[config.mk]
export PLATFORM = sky130hd
export DESIGN_NAME = pico_bus_fifo_port
export DESIGN_NICKNAME = d
export VERILOG_FILES = /design/src/rtl/pico_fifo_port_pkg.sv /design/src/rtl/pico_bus_fifo_port_fifo.sv /design/src/rtl/pico_bus_fifo_port.sv
export SDC_FILE = /design/constraint.sdc
export NUM_CORES = 2
export LEC_CHECK = 0
export CORE_AREA = 2 2 580 467
export CTS_CLUSTER_DIAMETER = 50
export CTS_CLUSTER_SIZE = 40
export DETAILED_ROUTE_END_ITERATION = 6
export DIE_AREA = 0 0 582 469
export PLACE_DENSITY = 0.89
export SLEW_MARGIN = 20
export SYNTH_ARGS = -nofsm -noshare
export SYNTH_HDL_FRONTEND = slang
export SYNTH_SLANG_ARGS = --single-unit
[constraint.sdc]
create_clock -name PicoClk -period 6.6 [get_ports PicoClk]
set_input_delay 1.32 -clock PicoClk [delete_from_list [all_inputs] [get_ports PicoClk]]
set_output_delay 1.32 -clock PicoClk [all_outputs]
set_load 0.02 [all_outputs]
[src/rtl/pico_fifo_port_pkg.sv]
// Shared register map, STATUS/CTRL bit positions and address decode for the PicoBus FIFO port.
package pico_fifo_port_pkg;

    localparam logic [5:0] OFF_DATA   = 6'h00;
    localparam logic [5:0] OFF_STATUS = 6'h10;
    localparam logic [5:0] OFF_CTRL   = 6'h20;

    localparam int STAT_TX_LVL_LSB = 0;
    localparam int STAT_RX_LVL_LSB = 16;
    localparam int STAT_TX_OVF_BIT = 32;
    localparam int STAT_RX_UNF_BIT = 33;

    localparam int CTRL_CLR_BIT   = 0;
    localparam int CTRL_FLUSH_BIT = 1;

    typedef enum logic [1:0] {
        REG_DATA,
        REG_STATUS,
        REG_CTRL,
        REG_NONE
    } reg_sel_e;

    // Offset bits [5:4] select the 16-byte register slot inside the 64-byte window.
    function automatic reg_sel_e decode_reg(input logic [1:0] slot);
        if (slot == OFF_DATA[5:4])        return REG_DATA;
        else if (slot == OFF_STATUS[5:4]) return REG_STATUS;
        else if (slot == OFF_CTRL[5:4])   return REG_CTRL;
        else                              return REG_NONE;
    endfunction

endpackage

[src/rtl/pico_bus_fifo_port_fifo.sv]
// pico_sync_fifo: single-clock FIFO with level counter and synchronous flush.
// Push into a full FIFO and pop from an empty one are ignored; flush wins over both.
module pico_sync_fifo #(
    parameter int W     = 128,
    parameter int DEPTH = 16
) (
    input  logic                     clk,
    input  logic                     rst,
    input  logic                     push,
    input  logic [W-1:0]             din,
    input  logic                     pop,
    input  logic                     flush,
    output logic                     full,
    output logic                     empty,
    output logic [$clog2(DEPTH):0]   level,
    output logic [W-1:0]             head
);

    localparam int AW = $clog2(DEPTH);

    logic [W-1:0]  mem [DEPTH];
    logic [AW-1:0] wr_ptr;
    logic [AW-1:0] rd_ptr;
    logic          do_push;
    logic          do_pop;

    assign full    = (level == (AW+1)'(DEPTH));
    assign empty   = (level == '0);
    assign do_push = push && !full && !flush;
    assign do_pop  = pop && !empty && !flush;
    assign head    = mem[rd_ptr];

    always_ff @(posedge clk) begin
        if (do_push) mem[wr_ptr] <= din;
    end

    always_ff @(posedge clk or posedge rst) begin
        if (rst) begin
            wr_ptr <= '0;
            rd_ptr <= '0;
            level  <= '0;
        end else if (flush) begin
            wr_ptr <= '0;
            rd_ptr <= '0;
            level  <= '0;
        end else begin
            if (do_push) wr_ptr <= wr_ptr + 1'b1;
            if (do_pop)  rd_ptr <= rd_ptr + 1'b1;
            case ({do_push, do_pop})
                2'b10:   level <= level + 1'b1;
                2'b01:   level <= level - 1'b1;
                default: level <= level;
            endcase
        end
    end

endmodule

[src/rtl/pico_bus_fifo_port.sv]
// PicoBus slave bridging a 3-register window to TX/RX streams through two FIFOs.
// Sticky error flags are built only with PICO_FIFO_PORT_ERR_FLAGS_EN defined.
module pico_bus_fifo_port
    import pico_fifo_port_pkg::*;
#(
    parameter int          W         = 128,
    parameter logic [31:0] BASE_ADDR = 32'h0001_0000,
    parameter int          DEPTH     = 16
) (
    input  logic          PicoClk,
    input  logic          PicoRst,
    input  logic          PicoWr,
    input  logic          PicoRd,
    input  logic [31:0]   PicoAddr,
    input  logic [W-1:0]  PicoDataIn,
    output logic [W-1:0]  PicoDataOut,
    output logic          tx_valid,
    input  logic          tx_rdy,
    output logic [W-1:0]  tx_data,
    input  logic          rx_valid,
    output logic          rx_rdy,
    input  logic [W-1:0]  rx_data
);

    localparam int LW = $clog2(DEPTH) + 1;

    reg_sel_e      sel;
    logic          wr_data_hit;
    logic          wr_ctrl_hit;
    logic          rd_data_hit;
    logic          flush;
    logic          tx_full;
    logic          tx_empty;
    logic          rx_full;
    logic          rx_empty;
    logic [LW-1:0] tx_level;
    logic [LW-1:0] rx_level;
    logic [W-1:0]  rx_head;
    logic          rx_en;
    logic          tx_ovf;
    logic          rx_unf;
    logic [63:0]   status_word;
    logic [W-1:0]  rd_next;
    logic          unused_addr_bits;

    assign unused_addr_bits = ^PicoAddr[3:0];

    assign sel = (PicoAddr[31:6] == BASE_ADDR[31:6]) ? decode_reg(PicoAddr[5:4]) : REG_NONE;
    assign wr_data_hit = PicoWr && (sel == REG_DATA);
    assign wr_ctrl_hit = PicoWr && (sel == REG_CTRL);
    assign rd_data_hit = PicoRd && (sel == REG_DATA);
    assign flush       = wr_ctrl_hit && PicoDataIn[CTRL_FLUSH_BIT];

    assign tx_valid = !tx_empty;
    // rx_en keeps rx_rdy low through reset and until the first edge afterwards.
    assign rx_rdy   = rx_en && !rx_full;

    pico_sync_fifo #(.W(W), .DEPTH(DEPTH)) u_tx_fifo (
        .clk   (PicoClk),
        .rst   (PicoRst),
        .push  (wr_data_hit),
        .din   (PicoDataIn),
        .pop   (tx_valid && tx_rdy),
        .flush (flush),
        .full  (tx_full),
        .empty (tx_empty),
        .level (tx_level),
        .head  (tx_data)
    );

    pico_sync_fifo #(.W(W), .DEPTH(DEPTH)) u_rx_fifo (
        .clk   (PicoClk),
        .rst   (PicoRst),
        .push  (rx_valid && rx_rdy),
        .din   (rx_data),
        .pop   (rd_data_hit),
        .flush (flush),
        .full  (rx_full),
        .empty (rx_empty),
        .level (rx_level),
        .head  (rx_head)
    );

    always_ff @(posedge PicoClk or posedge PicoRst) begin
        if (PicoRst) rx_en <= 1'b0;
        else         rx_en <= 1'b1;
    end

`ifdef PICO_FIFO_PORT_ERR_FLAGS_EN
    logic clr_flags;
    assign clr_flags = wr_ctrl_hit && PicoDataIn[CTRL_CLR_BIT];

    // A new error in the clearing cycle survives the clear.
    always_ff @(posedge PicoClk or posedge PicoRst) begin
        if (PicoRst) begin
            tx_ovf <= 1'b0;
            rx_unf <= 1'b0;
        end else begin
            if (clr_flags) begin
                tx_ovf <= 1'b0;
                rx_unf <= 1'b0;
            end
            if (wr_data_hit && tx_full)  tx_ovf <= 1'b1;
            if (rd_data_hit && rx_empty) rx_unf <= 1'b1;
        end
    end
`else
    assign tx_ovf = 1'b0;
    assign rx_unf = 1'b0;
`endif

    always_comb begin
        status_word = '0;
        status_word[STAT_TX_LVL_LSB +: 16] = 16'(tx_level);
        status_word[STAT_RX_LVL_LSB +: 16] = 16'(rx_level);
        status_word[STAT_TX_OVF_BIT]       = tx_ovf;
        status_word[STAT_RX_UNF_BIT]       = rx_unf;
    end

    always_comb begin
        rd_next = '0;
        if (PicoRd) begin
            case (sel)
                REG_DATA:   if (!rx_empty) rd_next = rx_head;
                REG_STATUS: rd_next = W'(status_word);
                default:    rd_next = '0;
            endcase
        end
    end

    always_ff @(posedge PicoClk or posedge PicoRst) begin
        if (PicoRst) PicoDataOut <= '0;
        else         PicoDataOut <= rd_next;
    end

endmodule
==> flow_metrics.env <==
export IMPL_status="complete, but fails checks"
export IMPL_violations="DRC"
export IMPL_io_buffers=547
export IMPL_ir_drop_mv=0.268
export IMPL_async_reset_ff_share_pct=3.65
export IMPL_fp_coreArea_um2=267000
export IMPL_drive_gt1_share_pct=26.9
export IMPL_path_cells="buf_4 -> mux4_2 -> nor2b_1 -> a211oi_1 -> a21oi_1 -> clkdlybuf4s50_1"
export IMPL_die_h_um=469
export IMPL_fin_nets=7312
export IMPL_required_ps=5280
export IMPL_fin_util_pct=67.7
export IMPL_drt_pass1_iterations=7
export IMPL_hp_start="u_tx_fifo.wr_ptr[1]"
export IMPL_startpoint="u_tx_fifo.rd_ptr[0]"
export IMPL_fillers=14762
export IMPL_synth_edff_count=4096
export IMPL_drc=2
export IMPL_grt_pass1_wl_mm=583
export IMPL_detailed_place_hpwl_mm=218
export IMPL_cap_violations=0
export IMPL_cp_arrival_ps=4400
export IMPL_syn_inst=6328
export IMPL_ys_flop_type="edfxtp_1"
export IMPL_yosysUniqueCellTypes=63
export IMPL_p_leak_uw=0.0553
export IMPL_slowest_delay_ps=1040
export IMPL_die_area_um2=273000
export IMPL_fin_tns_setup_ps=0
export IMPL_grt_overflow=0
export IMPL_layout_min_cycle_time_ps=5720
export IMPL_tritoncts="done"
export IMPL_min_period_over_period_pct=86.6
export IMPL_most_common_layout_cells="4096 x edfxtp_1, 1237 x mux4_2, 547 x clkdlybuf4s50_1"
export IMPL_area_delta_synth_final_pct=13.3
export IMPL_powerDensity_nw_per_um2=345
export IMPL_seq_area_um2=127000
export IMPL_worstSkewPairLatency_ps=920
export IMPL_met3_usage_pct=6.15
export IMPL_rsz0062_at_grt="false"
export IMPL_ys_seq_area_share_pct=79.5
export IMPL_cp_start_kind="flip-flop"
export IMPL_slew_headroom_pct=18.8
export IMPL_end_kind="output port"
export IMPL_reg2reg_from="u_rx_fifo.level[1]"
export IMPL_avgSynthCellArea_um2=25.2
export IMPL_htreeDepth=5
export IMPL_start_util_pct=59.8
export IMPL_drt_wl_total_mm=421
export IMPL_postCtsSetupBuffers=0
export IMPL_crit_fanout=34
export IMPL_cts_buffers=269
export IMPL_hp_class="reg2reg"
export IMPL_grt_pass1_vias=77039
export IMPL_hold_slack_ps=614
export IMPL_vias=76338
export IMPL_cp_num_buf_inv=2
export IMPL_cts_buffer_depth=4
export IMPL_mostFrequentLayoutCell="edfxtp_1"
export IMPL_cts_resized=0
export IMPL_synth_fp_nets=6636
export IMPL_drt_iter0_markers=11369
export IMPL_fin_worst_skew_ps=66.3
export IMPL_ys_warn_count=0
export IMPL_power_uw=62400
export IMPL_antenna_found_initial=79
export IMPL_hold_viol=0
export IMPL_pin_count=552
export IMPL_routabilityCongestion=0.765
export IMPL_yosysTopAreaCellShare_pct=77.1
export IMPL_yosysTopAreaCell="edfxtp_1"
export IMPL_synth_seq_cells=4251
export IMPL_synthTopCellsByArea="edfxtp_1 77%, mux4_2 17%, dfrtp_1 2.4%, and2_1 0.59%, clkbuf_1 0.47%"
export IMPL_clock_sink_count=4251
export IMPL_post_drt_wl_per_cell_um=39.0
export IMPL_crit_path_top_delay_cell="dfrtp_4"
export IMPL_slew_violations=0
export IMPL_setup_viol=0
export IMPL_crit_type="reg2out"
export IMPL_clk_pin_slew_ps=80
export IMPL_rows=170
export IMPL_vias_per_cell=7.08
export IMPL_grt_usage_pct=30.4
export IMPL_grt_max_degree=136
export IMPL_hold_buffers=0
export IMPL_fmax_mhz=175
export IMPL_busiest_layer="met2"
export IMPL_cts_root_buf="clkbuf_16"
export IMPL_syn_area_um2=160000
export IMPL_ant_nets=0
export IMPL_cpLargestDelayFamily="buffers and inverters"
export IMPL_grtUsageMet2_pct=51.8
export IMPL_use_met1_pct=39.3
export IMPL_die_w_um=582
export IMPL_worst_pin_slew_ps=1220
export IMPL_multi_input_area_um2=31400
## flip-flops by register name, indices dropped and copies added, names as in the netlist
name and flops:
u_rx_fifo.wr_ptr 4, u_tx_fifo.wr_ptr 4, u_tx_fifo.level 5, u_rx_fifo.rd_ptr 4
u_rx_fifo.mem 2048, rx_en 1, u_tx_fifo.mem 2048, u_tx_fifo.rd_ptr 4
PicoDataOut 128, u_rx_fifo.level 5
## worst reg2reg max path, cell delays in order, from the launching register on
cell and delay, ps:
dfrtp_1 530, nor4_1 180, a21boi_0 290, nand2_1 240, nor4_1 640, and2_4 940
buf_4 500
## cell families (layout without fill, tap and decap cells)
| logic type | after synthesis | after routing | share of synthesized area, % |
|---|---|---|---|
| compound gates | 131 | 131 | 0.578 |
| xor+xnor | 21 | 21 | 0.115 |
| fa+ha+maj | 14 | 14 | 0.110 |
| buf+inv | 331 | 1216 | 0.828 |
| flops | 4251 | 4251 | 79.5 |
| mux | 1283 | 1283 | 17.8 |
| other cells | 1 | 43 | 0.00235 |
| simple gates | 296 | 296 | 1.08 |
## final timing paths
check / endpoint / slack [ps] / cells after the start
min in group asynchronous: PicoDataOut[25] / 920 / 2
setup reg to reg: u_rx_fifo.mem[1][85] / 2950 / 6
hold / removal: u_tx_fifo.wr_ptr[1] / 610 / 1
max in group asynchronous: u_rx_fifo.rd_ptr[2] / 4060 / 3
setup / recovery: tx_data[125] / 880 / 6
hold reg to reg: u_tx_fifo.wr_ptr[1] / 610 / 1
## Yosys cell counts, types with 2 or more instances
master and instances:
edfxtp_1 4096, mux4_2 1237, clkbuf_1 198, dfrtp_1 155, and2_1 151, buf_1 67, buf_2 57, nor2_1 44
a21oi_1 40, nor2b_1 36, mux2i_1 33, a211oi_1 31, nand2_1 21, ha_1 14, mux2_2 13, xor2_1 12
a22oi_1 9, xnor2_1 9, a22o_1 8, inv_1 8, o21ai_0 8, nor4_1 7, nor3_1 6, o21a_1 5
o22ai_1 5, nand3_1 4, nand4_1 4, and2_0 3, nand2b_1 3, nor4b_1 3, or3_1 3, nor3_2 2
nor3b_1 2, o211a_1 2, o21ai_1 2, o221a_2 2, o311ai_0 2
## per-stage QoR
step	setup slack (ps)	std cells	area [um^2]
global route	742	10759	181000
detailed placement	878	10258	171000
CTS	808	10738	181000
finish	885	10781	181000
floorplan	463	6328	160000
global placement	954	10258	171000
## routing by layer
layer	up-vias	wire length (um)
li1	28644	-
met2	6074	219000
met4	90	16900
met5	-	572
met3	969	45700
met1	40561	139000
## where the power goes
part | leakage [uW] | internal (uW) | total, uW | switching (uW)
clock network | 0.00468 | 8920 | 19200 | 10300
logic | 0.0116 | 5830 | 12400 | 6540
registers | 0.0390 | 30200 | 30800 | 592
## area by class of cell
class,count,area share [%]
clock buffers,293,3.85
clock inverters,187,1.56
flip-flops and latches,4251,70.2
multi-input cells,1746,17.4
well taps,3526,2.44
inverters,8,0.0208
diodes,42,0.0582
repair buffers,728,4.46
(Power assumes the default switching activity.)
